File: config.mk
export PLATFORM = sky130hd
export DESIGN_NAME = bias_seq_ctrl_flat
export DESIGN_NICKNAME = d
export VERILOG_FILES = /design/src/rtl/bias_seq_pkg.sv /design/src/rtl/bias_seq_if.sv /design/src/rtl/bias_seq_buf.sv /design/src/rtl/bias_seq_ctrl.sv /design/src/flat_wrapper.sv
export SDC_FILE = /design/constraint.sdc
export NUM_CORES = 1
export LEC_CHECK = 0
export ABC_AREA = 1
export ABC_CLOCK_PERIOD_IN_PS = 3600
export BUFFER_PORTS_ARGS = -buffer_cell sky130_fd_sc_hd__buf_4
export CAP_MARGIN = 20
export CORE_UTILIZATION = 35
export CTS_CLUSTER_SIZE = 30
export DETAILED_ROUTE_END_ITERATION = 8
export HOLD_SLACK_MARGIN = 0.08
export PLACE_DENSITY = 0.57
export SLEW_MARGIN = 20
export SYNTH_ARGS = -nofsm -noshare
export SYNTH_HDL_FRONTEND = slang
export SYNTH_SLANG_ARGS = --single-unit
export TNS_END_PERCENT = 1
File: constraint.sdc
create_clock -name ap_clk -period 3.6 [get_ports ap_clk]
set_input_delay 0.72 -clock ap_clk [delete_from_list [all_inputs] [get_ports ap_clk]]
set_output_delay 0.72 -clock ap_clk [all_outputs]
set_load 0.03 [all_outputs]
File: src/rtl/bias_seq_pkg.sv
// Shared types and constants for the bias sequencer.
// Included by bias_seq_buf and bias_seq_ctrl.
package bias_seq_pkg;

    typedef enum logic [1:0] {
        IDLE  = 2'd0,
        RUN   = 2'd1,
        DRAIN = 2'd2
    } state_e;

    localparam int BUF_DEPTH = 2;
    localparam int STALL_W   = 32;
    localparam int CNT_W     = $clog2(BUF_DEPTH + 1);

endpackage

File: src/rtl/bias_seq_if.sv
// ROM read port and ap_fifo output stream of the bias sequencer.
// master = sequencer side, slave = ROM/stream side.
interface bias_seq_if #(
    parameter int ADDR_W = 4,
    parameter int DATA_W = 16
);

    logic [ADDR_W-1:0] bias_V_address0;
    logic              bias_V_ce0;
    logic [DATA_W-1:0] bias_V_q0;
    logic [DATA_W-1:0] output_V_din;
    logic              output_V_full_n;
    logic              output_V_write;

    modport master (
        output bias_V_address0,
        output bias_V_ce0,
        input  bias_V_q0,
        output output_V_din,
        input  output_V_full_n,
        output output_V_write
    );

    modport slave (
        input  bias_V_address0,
        input  bias_V_ce0,
        output bias_V_q0,
        input  output_V_din,
        output output_V_full_n,
        input  output_V_write
    );

endinterface

File: src/rtl/bias_seq_buf.sv
// Two-entry synchronous FIFO holding ROM words on their way to the stream.
// Head is combinational from storage so it stays stable while stalled.
module bias_seq_buf
    import bias_seq_pkg::*;
#(
    parameter int DATA_W = 16
) (
    input  logic              clk_i,
    input  logic              rst_i,
    input  logic              push_i,
    input  logic              pop_i,
    input  logic [DATA_W-1:0] data_i,
    output logic [DATA_W-1:0] head_o,
    output logic [CNT_W-1:0]  count_o
);

    logic [DATA_W-1:0] mem_q [BUF_DEPTH];
    logic              wr_ptr_q;
    logic              rd_ptr_q;
    logic [CNT_W-1:0]  cnt_q;
    logic [CNT_W-1:0]  cnt_d;

    always_comb begin
        cnt_d = cnt_q;
        unique case ({push_i, pop_i})
            2'b10:   cnt_d = cnt_q + CNT_W'(1);
            2'b01:   cnt_d = cnt_q - CNT_W'(1);
            default: cnt_d = cnt_q;
        endcase
    end

    always_ff @(posedge clk_i) begin
        if (rst_i) begin
            for (int i = 0; i < BUF_DEPTH; i++) begin
                mem_q[i] <= '0;
            end
            wr_ptr_q <= 1'b0;
            rd_ptr_q <= 1'b0;
            cnt_q    <= '0;
        end else begin
            if (push_i) begin
                mem_q[wr_ptr_q] <= data_i;
                wr_ptr_q        <= ~wr_ptr_q;
            end
            if (pop_i) begin
                rd_ptr_q <= ~rd_ptr_q;
            end
            cnt_q <= cnt_d;
        end
    end

    assign head_o  = mem_q[rd_ptr_q];
    assign count_o = cnt_q;

endmodule

File: src/rtl/bias_seq_ctrl.sv
// Streams NUM_BIAS bias words REPEAT times from a 1-cycle ROM into an ap_fifo.
// Optional stall counter port under `BIAS_SEQ_STALL_CNT_EN.
module bias_seq_ctrl
    import bias_seq_pkg::*;
#(
    parameter int NUM_BIAS = 16,
    parameter int DATA_W   = 16,
    parameter int REPEAT   = 1,
    parameter int ADDR_W   = $clog2(NUM_BIAS)
) (
    input  logic               ap_clk,
    input  logic               ap_rst,
    input  logic               ap_start,
    output logic               ap_done,
    output logic               ap_idle,
`ifdef BIAS_SEQ_STALL_CNT_EN
    output logic [STALL_W-1:0] stall_count,
`endif
    bias_seq_if.master         bus
);

    localparam int REP_W = (REPEAT > 1) ? $clog2(REPEAT) : 1;
    localparam logic [ADDR_W-1:0] LAST_ADDR = ADDR_W'(NUM_BIAS - 1);
    localparam logic [REP_W-1:0]  LAST_REP  = REP_W'(REPEAT - 1);

    state_e            state_q;
    logic [ADDR_W-1:0] addr_q;
    logic [REP_W-1:0]  rep_q;
    logic              inflight_q;
    logic              inflight_d;
    logic              done_q;
    logic              idle_q;

    logic [CNT_W-1:0]  occ;
    logic [CNT_W-1:0]  used_d;
    logic [DATA_W-1:0] head;
    logic              wr;
    logic              accept;
    logic              last_issue;
    logic              drained;

    // Slots committed after this cycle: buffered + in flight - leaving now.
    assign wr         = (occ != '0) && bus.output_V_full_n;
    assign used_d     = occ + CNT_W'(inflight_q) - CNT_W'(wr);
    assign inflight_d = (state_q == RUN) && (used_d < CNT_W'(BUF_DEPTH));
    assign last_issue = inflight_d && (addr_q == LAST_ADDR) && (rep_q == LAST_REP);
    assign accept     = (state_q == IDLE) && idle_q && ap_start;
    // Buffer will be empty with nothing in flight after this edge.
    assign drained    = (state_q == DRAIN) && !inflight_q && (occ == CNT_W'(wr));

    bias_seq_buf #(
        .DATA_W (DATA_W)
    ) u_buf (
        .clk_i   (ap_clk),
        .rst_i   (ap_rst),
        .push_i  (inflight_q),
        .pop_i   (wr),
        .data_i  (bus.bias_V_q0),
        .head_o  (head),
        .count_o (occ)
    );

    always_ff @(posedge ap_clk) begin
        if (ap_rst) begin
            state_q    <= IDLE;
            addr_q     <= '0;
            rep_q      <= '0;
            inflight_q <= 1'b0;
            done_q     <= 1'b0;
            idle_q     <= 1'b1;
        end else begin
            inflight_q <= inflight_d;
            done_q     <= 1'b0;
            if (inflight_d) begin
                if (addr_q == LAST_ADDR) begin
                    addr_q <= '0;
                    rep_q  <= rep_q + REP_W'(1);
                end else begin
                    addr_q <= addr_q + ADDR_W'(1);
                end
            end
            unique case (state_q)
                IDLE: begin
                    if (accept) begin
                        addr_q  <= '0;
                        rep_q   <= '0;
                        idle_q  <= 1'b0;
                        state_q <= RUN;
                    end else begin
                        idle_q <= 1'b1;
                    end
                end
                RUN: begin
                    if (last_issue) begin
                        state_q <= DRAIN;
                    end
                end
                DRAIN: begin
                    if (drained) begin
                        done_q  <= 1'b1;
                        state_q <= IDLE;
                    end
                end
                default: state_q <= IDLE;
            endcase
        end
    end

`ifdef BIAS_SEQ_STALL_CNT_EN
    logic [STALL_W-1:0] stall_q;

    always_ff @(posedge ap_clk) begin
        if (ap_rst || accept) begin
            stall_q <= '0;
        end else if ((occ != '0) && !bus.output_V_full_n && (stall_q != '1)) begin
            stall_q <= stall_q + STALL_W'(1);
        end
    end

    assign stall_count = stall_q;
`endif

    assign ap_done             = done_q;
    assign ap_idle             = idle_q;
    assign bus.bias_V_address0 = addr_q;
    assign bus.bias_V_ce0      = inflight_d;
    assign bus.output_V_din    = head;
    assign bus.output_V_write  = wr;

endmodule

File: src/flat_wrapper.sv
// flat-port wrapper written by rule: the top's interface ports become plain ports
module bias_seq_ctrl_flat import bias_seq_pkg::*;
#(
    parameter int NUM_BIAS = 16,
    parameter int DATA_W   = 16,
    parameter int REPEAT   = 1,
    parameter int ADDR_W   = $clog2(NUM_BIAS)
)
  (ap_clk, ap_rst, ap_start, ap_done, ap_idle, bus_bias_V_address0, bus_bias_V_ce0, bus_bias_V_q0, bus_output_V_din, bus_output_V_full_n, bus_output_V_write);
  bias_seq_if #(.ADDR_W(ADDR_W), .DATA_W(DATA_W)) bus_i ();
  input  logic ap_clk;
  input  logic ap_rst;
  input  logic ap_start;
  output logic ap_done;
  output logic ap_idle;
  output wire logic [$bits(bus_i.bias_V_address0)-1:0] bus_bias_V_address0;
  output wire logic [$bits(bus_i.bias_V_ce0)-1:0] bus_bias_V_ce0;
  input wire logic [$bits(bus_i.bias_V_q0)-1:0] bus_bias_V_q0;
  output wire logic [$bits(bus_i.output_V_din)-1:0] bus_output_V_din;
  input wire logic [$bits(bus_i.output_V_full_n)-1:0] bus_output_V_full_n;
  output wire logic [$bits(bus_i.output_V_write)-1:0] bus_output_V_write;
  assign bus_bias_V_address0 = bus_i.bias_V_address0;
  assign bus_bias_V_ce0 = bus_i.bias_V_ce0;
  assign bus_i.bias_V_q0 = bus_bias_V_q0;
  assign bus_output_V_din = bus_i.output_V_din;
  assign bus_i.output_V_full_n = bus_output_V_full_n;
  assign bus_output_V_write = bus_i.output_V_write;
  bias_seq_ctrl #(.NUM_BIAS(NUM_BIAS), .DATA_W(DATA_W), .REPEAT(REPEAT), .ADDR_W(ADDR_W)) u_core (.ap_clk(ap_clk), .ap_rst(ap_rst), .ap_start(ap_start), .ap_done(ap_done), .ap_idle(ap_idle), .bus(bus_i));
endmodule
==> metrics.txt, run 1 <==
Placer Congestion=0.7426; Placeable Area=5608 µm²; category of the worst setup path launch point=input port; Synth Net Count=222; DRC violation count after routing=0; top-count cell post-synth=sky130_fd_sc_hd__nor2_1; combinational share of power=0.185; sequential share of power=0.513; cell area after synthesis=2069 µm²; largest area contributor in the synthesized netlist=sky130_fd_sc_hd__edfxtp_1; starting DRC count in detailed routing=101; Async SR Flop Fraction=0; number of antenna violations at the first check in global routing=0; leftover overflow at the end of global routing=0; Peak supply drop=0.3073 mV; ratio of final minimum period to clock period=0.7675; Yosys cell types=25; maximum count of clock buffers along a single path=2; P_leak=1.118 nW; Post-layout nets=267; post-synthesis register bit count=47; Overall Power=1.234 mW; die extent in x=78.90 µm; Internal Pwr Total=0.9041 mW; final number of hold-violating endpoints=0; half-perimeter wire length after detailed placement=2376 µm; min-delay worst type=reg2reg; Routed Wire Length=3574 µm; sequential area share after synthesis=0.6094; number of gates resized after cts=0; leading cell types by count after synthesis=sky130_fd_sc_hd__nor2_1, sky130_fd_sc_hd__edfxtp_1, sky130_fd_sc_hd__inv_1; final critical-path required period=2.763 ns; cts bufs inserted=5; count of boundary I/O pins=44; placed cell count=309; root buf cell=sky130_fd_sc_hd__clkbuf_8; starting density of the core=0.3690; number of nets with antenna violations after detailed routing=0; layout overhead on the synthesized area=23.46%; final setup violation count=0; routed via count divided by cell count=4.456; count of port buffers added during placement=43; Post CTS Setup Buffer Count=0; cts hold-fix bufs=0; Yosys warning total=0; headroom to the max-slew limit=0.4932; switching portion of total power=0.2675; via count of the first global-routing pass=1,317; layout cells sized above 1=0.3115; proportion of netlist area held by the largest area contributor=0.4643; worst-case clock skew=0.007674 ns; Switch Pwr=0.3302 mW; count of H-tree levels built during CTS=2; post-route setup TNS=0 ns; final non-filler cell total=316; most used flip-flop cell after synthesis=sky130_fd_sc_hd__edfxtp_1; Syn Inst Count=199; total number of vias=1,408; TritonCTS clock tree=yes; iteration count of the initial detailed-routing pass=4; first-pass GRT wire length=5851 µm; diodes inserted=0; Tightest Pin Transition=0.7592 ns; die outline area=6224 µm²; total of max-cap violations=0; power density cells=483.1 nW/µm²; total global-route track usage=0.1241; vertical die dimension=78.90 µm; highest clock frequency the design can meet=361.9 MHz; FP Rows=27; run status=completed; largest cells by area after synthesis=sky130_fd_sc_hd__edfxtp_1, sky130_fd_sc_hd__dfxtp_1, sky130_fd_sc_hd__mux2_2; final worst slack=0.8369 ns; clock latency on the worst-skew pair=0.29 ns; Slew Viols, Final=0; data arrival time at the worst-slack endpoint=2.04 ns; clock-pin slew on the worst setup and hold paths=0.08 ns; worst path required time=2.88 ns; Worst Setup Path Type=in2out; Clock Power Share=0.302; maximum number of pins on one net before global-route repair=19; top fanout value on the critical path=11; sinks on the clock net=47; setup repair after global routing missed its margin=no; post-route cell area=2555 µm²; DP Worst Slack=0.8317 ns; EDFF count, synth=32; Avg Cell Area, Syn=10.40 µm²; CP Capture Type=output pin; placed cell areas=2449 µm²; mean routed wirelength per cell=11.31 µm
[metrics by stage]
| stage | hold WS [ns] | util |
|---|---|---|
| after global routing | 0.4833 | 0.4556 |
| final | 0.4609 | 0.4556 |
| after CTS | 0.4636 | 0.4556 |
| after global placement | 0.4435 | 0.4366 |
| after floorplan | 0.4265 | - |
| after detailed placement | 0.4494 | 0.4366 |
[critical path: stages]
cell and delay (ns):
sky130_fd_sc_hd__buf_4 0.12, sky130_fd_sc_hd__o21a_1 0.15, sky130_fd_sc_hd__ha_1 0.36, sky130_fd_sc_hd__inv_1 0.11, sky130_fd_sc_hd__nand2_1 0.05, sky130_fd_sc_hd__nand3_1 0.08
sky130_fd_sc_hd__nand2_2 0.07, sky130_fd_sc_hd__nand2_2 0.17, sky130_fd_sc_hd__inv_2 0.05, sky130_fd_sc_hd__buf_4 0.16
[registers in the layout, indices dropped and copies added, names as in the netlist, named ones only]
signal                      flops
u_core.u_buf.mem_q             32
u_core.bus.bias_V_address0      4
u_core.state_q                  2
u_core.u_buf.count_o            2
u_core.ap_done                  1
u_core.ap_idle                  1
u_core.inflight_q               1
u_core.rep_q                    1
u_core.u_buf.rd_ptr_q           1
u_core.u_buf.wr_ptr_q           1
[layout make-up]
| class | instances | area [µm²] |
|---|---|---|
| well taps | 72 | 90.09 |
| flip-flops and latches | 47 | 1261 |
| clock inverters | 2 | 37.54 |
| multi-input cells | 116 | 658.1 |
| clock buffers | 5 | 68.82 |
| repair buffers | 43 | 322.8 |
| fillers | 572 | 3053 |
| inverters | 31 | 116.4 |
[layer usage]
| layer | vias up | share of wire | track usage |
|---|---|---|---|
| met5 | - | 0 | 0 |
| met4 | 0 | 0.015 | 0.04909 |
| met3 | 7 | 0.057 | 0.03448 |
| met2 | 37 | 0.48 | 0.2183 |
| met1 | 629 | 0.44 | 0.1421 |
| li1 | 735 | - | - |
[cell usage in the layout, fill, tap and decap left out, types with 2 or more instances in the layout]
master	synthesis	final
sky130_fd_sc_hd__nor2_1	45	45
sky130_fd_sc_hd__buf_4	1	43
sky130_fd_sc_hd__edfxtp_1	32	32
sky130_fd_sc_hd__inv_1	27	27
sky130_fd_sc_hd__nand2_1	20	20
sky130_fd_sc_hd__mux2_2	16	16
sky130_fd_sc_hd__dfxtp_1	15	15
sky130_fd_sc_hd__a21oi_1	10	10
sky130_fd_sc_hd__o21ai_0	6	6
sky130_fd_sc_hd__clkbuf_8	0	5
sky130_fd_sc_hd__inv_2	3	3
sky130_fd_sc_hd__nand3_1	3	3
sky130_fd_sc_hd__nand2_2	3	3
sky130_fd_sc_hd__ha_1	3	3
sky130_fd_sc_hd__nand3_2	2	2
[kinds of logic after synthesis]
group,count (synthesis),synth area share
flops,47,0.6094
compound gates,20,0.05321
xor+xnor,1,0.004233
fa+ha+maj,3,0.01814
mux,16,0.08706
buf+inv,36,0.07255
simple gates,76,0.1554
[power groups by stage]
| stage | Clock, mW | Combinational, mW | Sequential [mW] |
|---|---|---|---|
| 2_1_floorplan | 0 | 0.163 | 0.638 |
| 3_3_place_gp | 0 | 0.230 | 0.646 |
| 3_5_place_dp | 0 | 0.232 | 0.647 |
| 4_1_cts | 0.387 | 0.232 | 0.634 |
| 5_1_grt | 0.406 | 0.250 | 0.638 |
| 6_report | 0.372 | 0.229 | 0.634 |
[final timing paths]
check,from,endpoint,slack [ns],cells after the start
max,bus_output_V_full_n,bus_bias_V_ce0,0.84,10
min,u_core.u_buf.rd_ptr_q,u_core.u_buf.rd_ptr_q,0.46,1
max reg2reg,u_core.u_buf.count_o[0],u_core.bus.bias_V_address0[0],1.77,9
min reg2reg,u_core.u_buf.rd_ptr_q,u_core.u_buf.rd_ptr_q,0.46,1
(Power assumes the default switching activity.)
==> inputs of run 2 (changes only) <==
--- a/config.mk
+++ b/config.mk
@@ -6,7 +6,7 @@
 export NUM_CORES = 1
 export LEC_CHECK = 0
 export ABC_AREA = 1
-export ABC_CLOCK_PERIOD_IN_PS = 3600
+export ABC_CLOCK_PERIOD_IN_PS = 2800
 export BUFFER_PORTS_ARGS = -buffer_cell sky130_fd_sc_hd__buf_4
 export CAP_MARGIN = 20
 export CORE_UTILIZATION = 35
==> constraint.sdc (replaced) <==
create_clock -name ap_clk -period 2.8 [get_ports ap_clk]
set_input_delay 0.56 -clock ap_clk [delete_from_list [all_inputs] [get_ports ap_clk]]
set_output_delay 0.56 -clock ap_clk [all_outputs]
set_load 0.03 [all_outputs]
==> run 2 against run 1 <==
  * Hold slack got worse by 0.0031 ns
  * Sequential cell count unchanged
  * Sequential share of layout area decreased by 0.48 points
  * Critical path depth decreased by 1
  * First-iteration DRC count decreased by 29%
  * Utilization increased by 0.45 points
  * Cell count increased by 1.9%
  * Combinational power increased by 38%
  * Die area unchanged
  * Sequential power increased by 26%
  * Via count increased by 1.3%
  * Critical path type is now reg2out
  * Critical endpoint unchanged
  * Largest power group unchanged
==> metrics.txt, run 2 (synthesis gave the netlist of run 1 again) <==
run status=completed; Filler cells=570; highest clock frequency the design can meet=393.0 MHz; routed via count divided by cell count=4.429; cts bufs inserted=5; total of max-cap violations=0; layout overhead on the synthesized area=24.67%; via count of the first global-routing pass=1,353; CP Capture Type=output pin; Peak supply drop=0.2052 mV; Overall Power=1.500 mW; Clock Power Share=0.256; placed cell areas=2499 µm²; die outline area=6224 µm²; headroom to the max-slew limit=0.7997; number of gates resized after cts=0; Placeable Area=5608 µm²; die extent in x=78.90 µm; Post-layout nets=272; setup repair after global routing missed its margin=no; switching portion of total power=0.2776; Routed Wire Length=3572 µm; sequence of cells on the critical path=o21a_1 > ha_1 > inv_1 > nand2_1 > nand3_1 > nand2_2 > nand2_2 > inv_2 > buf_4; starting density of the core=0.3690; mean routed wirelength per cell=11.09 µm; worst path required time=2.24 ns; Slew Viols, Final=0; vertical die dimension=78.90 µm; commonest cells after routing, fill and taps aside=sky130_fd_sc_hd__buf_4, sky130_fd_sc_hd__nor2_1, sky130_fd_sc_hd__edfxtp_1; number of nets with antenna violations after detailed routing=0; iteration count of the initial detailed-routing pass=4; total number of vias=1,426; root buf cell=sky130_fd_sc_hd__clkbuf_8; count of port buffers added during placement=43; sinks on the clock net=47; final worst slack=0.2557 ns; final non-filler cell total=322; power density cells=581.5 nW/µm²; post-route setup TNS=0 ns; combinational share of power=0.210; min-delay worst type=reg2reg; Switch Pwr=0.4165 mW; Internal Pwr Total=1.084 mW; CP most frequent cell=sky130_fd_sc_hd__nand2_2; DP Worst Slack=0.3461 ns; cell at the slowest stage of the critical path=sky130_fd_sc_hd__dfxtp_1; worst-case clock skew=0.005250 ns; final number of hold-violating endpoints=0; starting DRC count in detailed routing=72; P_leak=1.138 nW; TritonCTS clock tree=yes; first-pass GRT wire length=5940 µm; worst stage delay on the critical path=0.43 ns; layout cells sized above 1=0.3200; clock-pin slew on the worst setup and hold paths=0.08 ns; Tightest Pin Transition=0.2997 ns; DRC violation count after routing=0; total global-route track usage=0.1245; maximum count of clock buffers along a single path=2; number of flip-flops in the largest register=32; cts hold-fix bufs=0; maximum number of pins on one net before global-route repair=18; clock latency on the worst-skew pair=0.29 ns; number of antenna violations at the first check in global routing=0; ratio of final minimum period to clock period=0.9087; most common cell after layout, fill and taps aside=sky130_fd_sc_hd__buf_4; FP Rows=27; count of H-tree levels built during CTS=2; Placer Congestion=0.7553; Worst Setup Path Type=reg2out; top fanout value on the critical path=11; category of the worst setup path launch point=flip-flop; post-route cell area=2580 µm²; leftover overflow at the end of global routing=0; final setup violation count=0; sequential share of power=0.534; final critical-path required period=2.544 ns; half-perimeter wire length after detailed placement=2510 µm; register with the most flip-flops=u_core.u_buf.mem_q; count of boundary I/O pins=44; data arrival time at the worst-slack endpoint=1.98 ns; diodes inserted=0; Post CTS Setup Buffer Count=0; placed cell count=314
## run 2: critical path: cells and delay by family, from the launching register on
kind                     cells  cell delay, ns
flip-flops                   1            0.43
AND/OR/NAND/NOR              4            0.38
buffers and inverters        3            0.31
adder cells (fa/ha/maj)      1            0.30
AO/OA/AOI/OAI                1            0.27
## run 2: metal layers
layer	track usage	up-vias	share of wire
met4	0.04364	0	0.012
met5	0	-	0
li1	-	742	-
met2	0.2130	35	0.49
met1	0.1516	645	0.44
met3	0.03218	4	0.056
## run 2: worst paths after layout
path	start	end	slack [ns]	cells after the start
worst min register to register	u_core.u_buf.rd_ptr_q	u_core.u_buf.rd_ptr_q	0.46	1
worst min-delay path	u_core.u_buf.rd_ptr_q	u_core.u_buf.rd_ptr_q	0.46	1
worst max register to register	u_core.u_buf.count_o[0]	u_core.bus.bias_V_address0[0]	0.95	9
worst max-delay path	u_core.u_buf.count_o[0]	bus_bias_V_ce0	0.26	9
## run 2: layout make-up
| class | count | area [µm²] | area share |
|---|---|---|---|
| Timing Repair Buffer | 48 | 372.9 | 0.1445 |
| Clock buffer | 7 | 76.32 | 0.02958 |
| Sequential cell | 47 | 1261 | 0.4888 |
| Multi-Input combinational cell | 116 | 658.1 | 0.2551 |
| Clock inverter | 1 | 5.005 | 0.001940 |
| Tap cell | 72 | 90.09 | 0.03492 |
| Inverter | 31 | 116.4 | 0.04510 |
## run 2: through the flow
| stage | util | hold slack [ns] |
|---|---|---|
| detailed placement | 0.4456 | 0.4478 |
| global route | 0.4601 | 0.4573 |
| floorplan | - | 0.4265 |
| global placement | 0.4456 | 0.4476 |
| finish | 0.4601 | 0.4577 |
| CTS | 0.4601 | 0.4503 |
## run 2: power by group through the flow
stage / sequential [mW] / combinational (mW) / clock (mW)
finish: 0.801 / 0.315 / 0.384
global route: 0.805 / 0.345 / 0.425
CTS: 0.801 / 0.321 / 0.396
detailed placement: 0.817 / 0.320 / 0
global placement: 0.817 / 0.318 / 0
floorplan: 0.820 / 0.210 / 0
==> inputs of run 3 (changes only) <==
==> constraint.sdc (replaced) <==
create_clock -name ap_clk -period 2.8 [get_ports ap_clk]
set_input_delay 0.28 -clock ap_clk [delete_from_list [all_inputs] [get_ports ap_clk]]
set_output_delay 0.28 -clock ap_clk [all_outputs]
set_load 0.03 [all_outputs]
==> run 3 against run 2 <==
  * Maximum frequency grew 13%
  * Clock power is essentially flat
  * Utilization shrank 0.69 points
  * Clock skew grew 0.0028 ns
  * Sequential cell count is the same
  * Sequential share of layout area grew 0.75 points
  * First-iteration DRC count shrank 26%
  * Register-to-register slack gained 0.02 ns
  * Power shrank 0.33%
  * Clock-buffer cell count shrank 1
  * Die area is the same
  * Critical path type unchanged
  * Critical endpoint unchanged
  * Largest cell class unchanged
  * Largest power group unchanged
  * Highest routed layer unchanged
==> metrics.txt, run 3 (synthesis gave the netlist of run 1 again) <==
ratio of final minimum period to clock period=0.8053; vertical die dimension=78.90 µm; Placer Congestion=0.7375; CP most frequent cell=sky130_fd_sc_hd__nand2_2; Tightest Pin Transition=0.7268 ns; run status=completed; most common cell after layout, fill and taps aside=sky130_fd_sc_hd__nor2_1; worst-case clock skew=0.008055 ns; clock latency on the worst-skew pair=0.29 ns; number of flip-flops in the largest register=32; iteration count of the initial detailed-routing pass=4; FP Rows=27; die outline area=6224 µm²; root buf cell=sky130_fd_sc_hd__clkbuf_8; count of port buffers added during placement=43; number of gates resized after cts=0; post-route setup TNS=0 ns; cts bufs inserted=5; leftover overflow at the end of global routing=0; DP Worst Slack=0.8098 ns; worst path required time=2.52 ns; number of antenna violations at the first check in global routing=0; reg-to-reg critical path startpoint=u_core.u_buf.count_o[0]; sequence of cells on the critical path=o21a_1 > ha_1 > inv_1 > nand2_1 > nand3_1 > nand2_2 > nand2_2 > inv_2 > buf_4; Hold EP=u_core.state_q[1]; total of max-cap violations=0; count of H-tree levels built during CTS=2; clock-pin slew on the worst setup and hold paths=0.08 ns; layout overhead on the synthesized area=22.79%; Slew Viols, Final=0; worst hold margin=0.1785 ns; reg-to-reg endpoint=u_core.bus.bias_V_address0[0]; half-perimeter wire length after detailed placement=2442 µm; via count of the first global-routing pass=1,322; hold path startpoint=ap_rst; Placeable Area=5608 µm²; placed cell areas=2456 µm²; final setup violation count=0; die extent in x=78.90 µm; headroom to the max-slew limit=0.5148; TritonCTS clock tree=yes; setup repair after global routing missed its margin=no; diodes inserted=0; category of the worst setup path launch point=flip-flop; layout cells sized above 1=0.3130; maximum count of clock buffers along a single path=2; power density cells=588.5 nW/µm²; Filler cells=572; CP Capture Type=output pin; top fanout value on the critical path=11; first-pass GRT wire length=5768 µm; final worst slack=0.5453 ns; starting DRC count in detailed routing=53; total global-route track usage=0.1225; total number of vias=1,408; routed via count divided by cell count=4.428; commonest cells after routing, fill and taps aside=sky130_fd_sc_hd__nor2_1, sky130_fd_sc_hd__buf_4, sky130_fd_sc_hd__edfxtp_1; DRC violation count after routing=0; sequential cell area=1261 µm²; starting density of the core=0.3690; number of nets with antenna violations after detailed routing=0; cts hold-fix bufs=0; worst-case reg-to-reg path depth=9; min-delay worst type=in2reg; Multi-input gate area=658.1 µm²; Worst Setup Path Type=reg2out; Routed Wire Length=3517 µm; Post-layout nets=268; worst stage delay on the critical path=0.36 ns; mean routed wirelength per cell=11.06 µm; sinks on the clock net=47; Post CTS Setup Buffer Count=0; P_leak=1.114 nW; count of boundary I/O pins=44; Peak supply drop=0.2505 mV; Worst Setup SP=u_core.u_buf.count_o[0]; maximum number of pins on one net before global-route repair=19; post-route cell area=2541 µm²; final number of hold-violating endpoints=0; data arrival time at the worst-slack endpoint=1.97 ns; register with the most flip-flops=u_core.u_buf.mem_q; final critical-path required period=2.255 ns; register-to-register setup slack=0.97 ns; cell at the slowest stage of the critical path=sky130_fd_sc_hd__dfxtp_1; cell depth of the worst min-delay path=2; highest clock frequency the design can meet=443.5 MHz
==> run 3: cell types whose count changed in the layout (fill, tap and decap cells not counted) <==
cell	change
sky130_fd_sc_hd__buf_12	-1
sky130_fd_sc_hd__clkbuf_1	-1
sky130_fd_sc_hd__clkinvlp_4	+1
sky130_fd_sc_hd__buf_4	-3
==> run 3: worst max path at each step <==
stage                                      endpoint  slack (ns)  cells after the start
after CTS                            bus_bias_V_ce0        0.53                      9
after detailed placement  u_core.u_buf.mem_q[0][14]        0.81                      4
final                                bus_bias_V_ce0        0.55                      9
after global routing                 bus_bias_V_ce0        0.37                      9
after global placement    u_core.u_buf.mem_q[0][14]        0.84                      4
after floorplan                      bus_bias_V_ce0        0.84                      8
==> run 3: final cells by class <==
type / count / share of cell area
Inverter: 31 / 0.04579
Clock buffer: 6 / 0.02856
Clock inverter: 2 / 0.004924
Sequential cell: 47 / 0.4963
Timing Repair Buffer: 44 / 0.1300
Multi-Input combinational cell: 116 / 0.2590
Tap cell: 72 / 0.03545
==> run 3: power breakdown <==
part	total [mW]	internal (mW)	switching [mW]
sequential	0.813	0.781	0.0322
clock	0.386	0.174	0.211
combinational	0.296	0.121	0.175
total	1.50	1.08	0.418
==> run 3: critical path, delay by kind of cell (launching register included) <==
family / cells / cell delay (ns)
flops: 1 / 0.36
simple gates: 4 / 0.37
buf+inv: 3 / 0.32
fa+ha+maj: 1 / 0.36
compound gates: 1 / 0.26
==> run 3: per-stage QoR <==
stage | utilization | std cells | power [mW]
6_report | 0.4531 | 318 | 1.495
5_1_grt | 0.4531 | 318 | 1.571
4_1_cts | 0.4531 | 318 | 1.520
3_5_place_dp | 0.4380 | 310 | 1.129
3_3_place_gp | 0.4380 | 310 | 1.127
2_1_floorplan | - | 199 | 1.030
==> run 3: layer usage <==
metal,vias up,global-route usage,share of wire
met5,-,0,0
met3,5,0.03793,0.057
li1,735,-,-
met1,636,0.1418,0.44
met4,0,0.04909,0.016
met2,32,0.2104,0.49
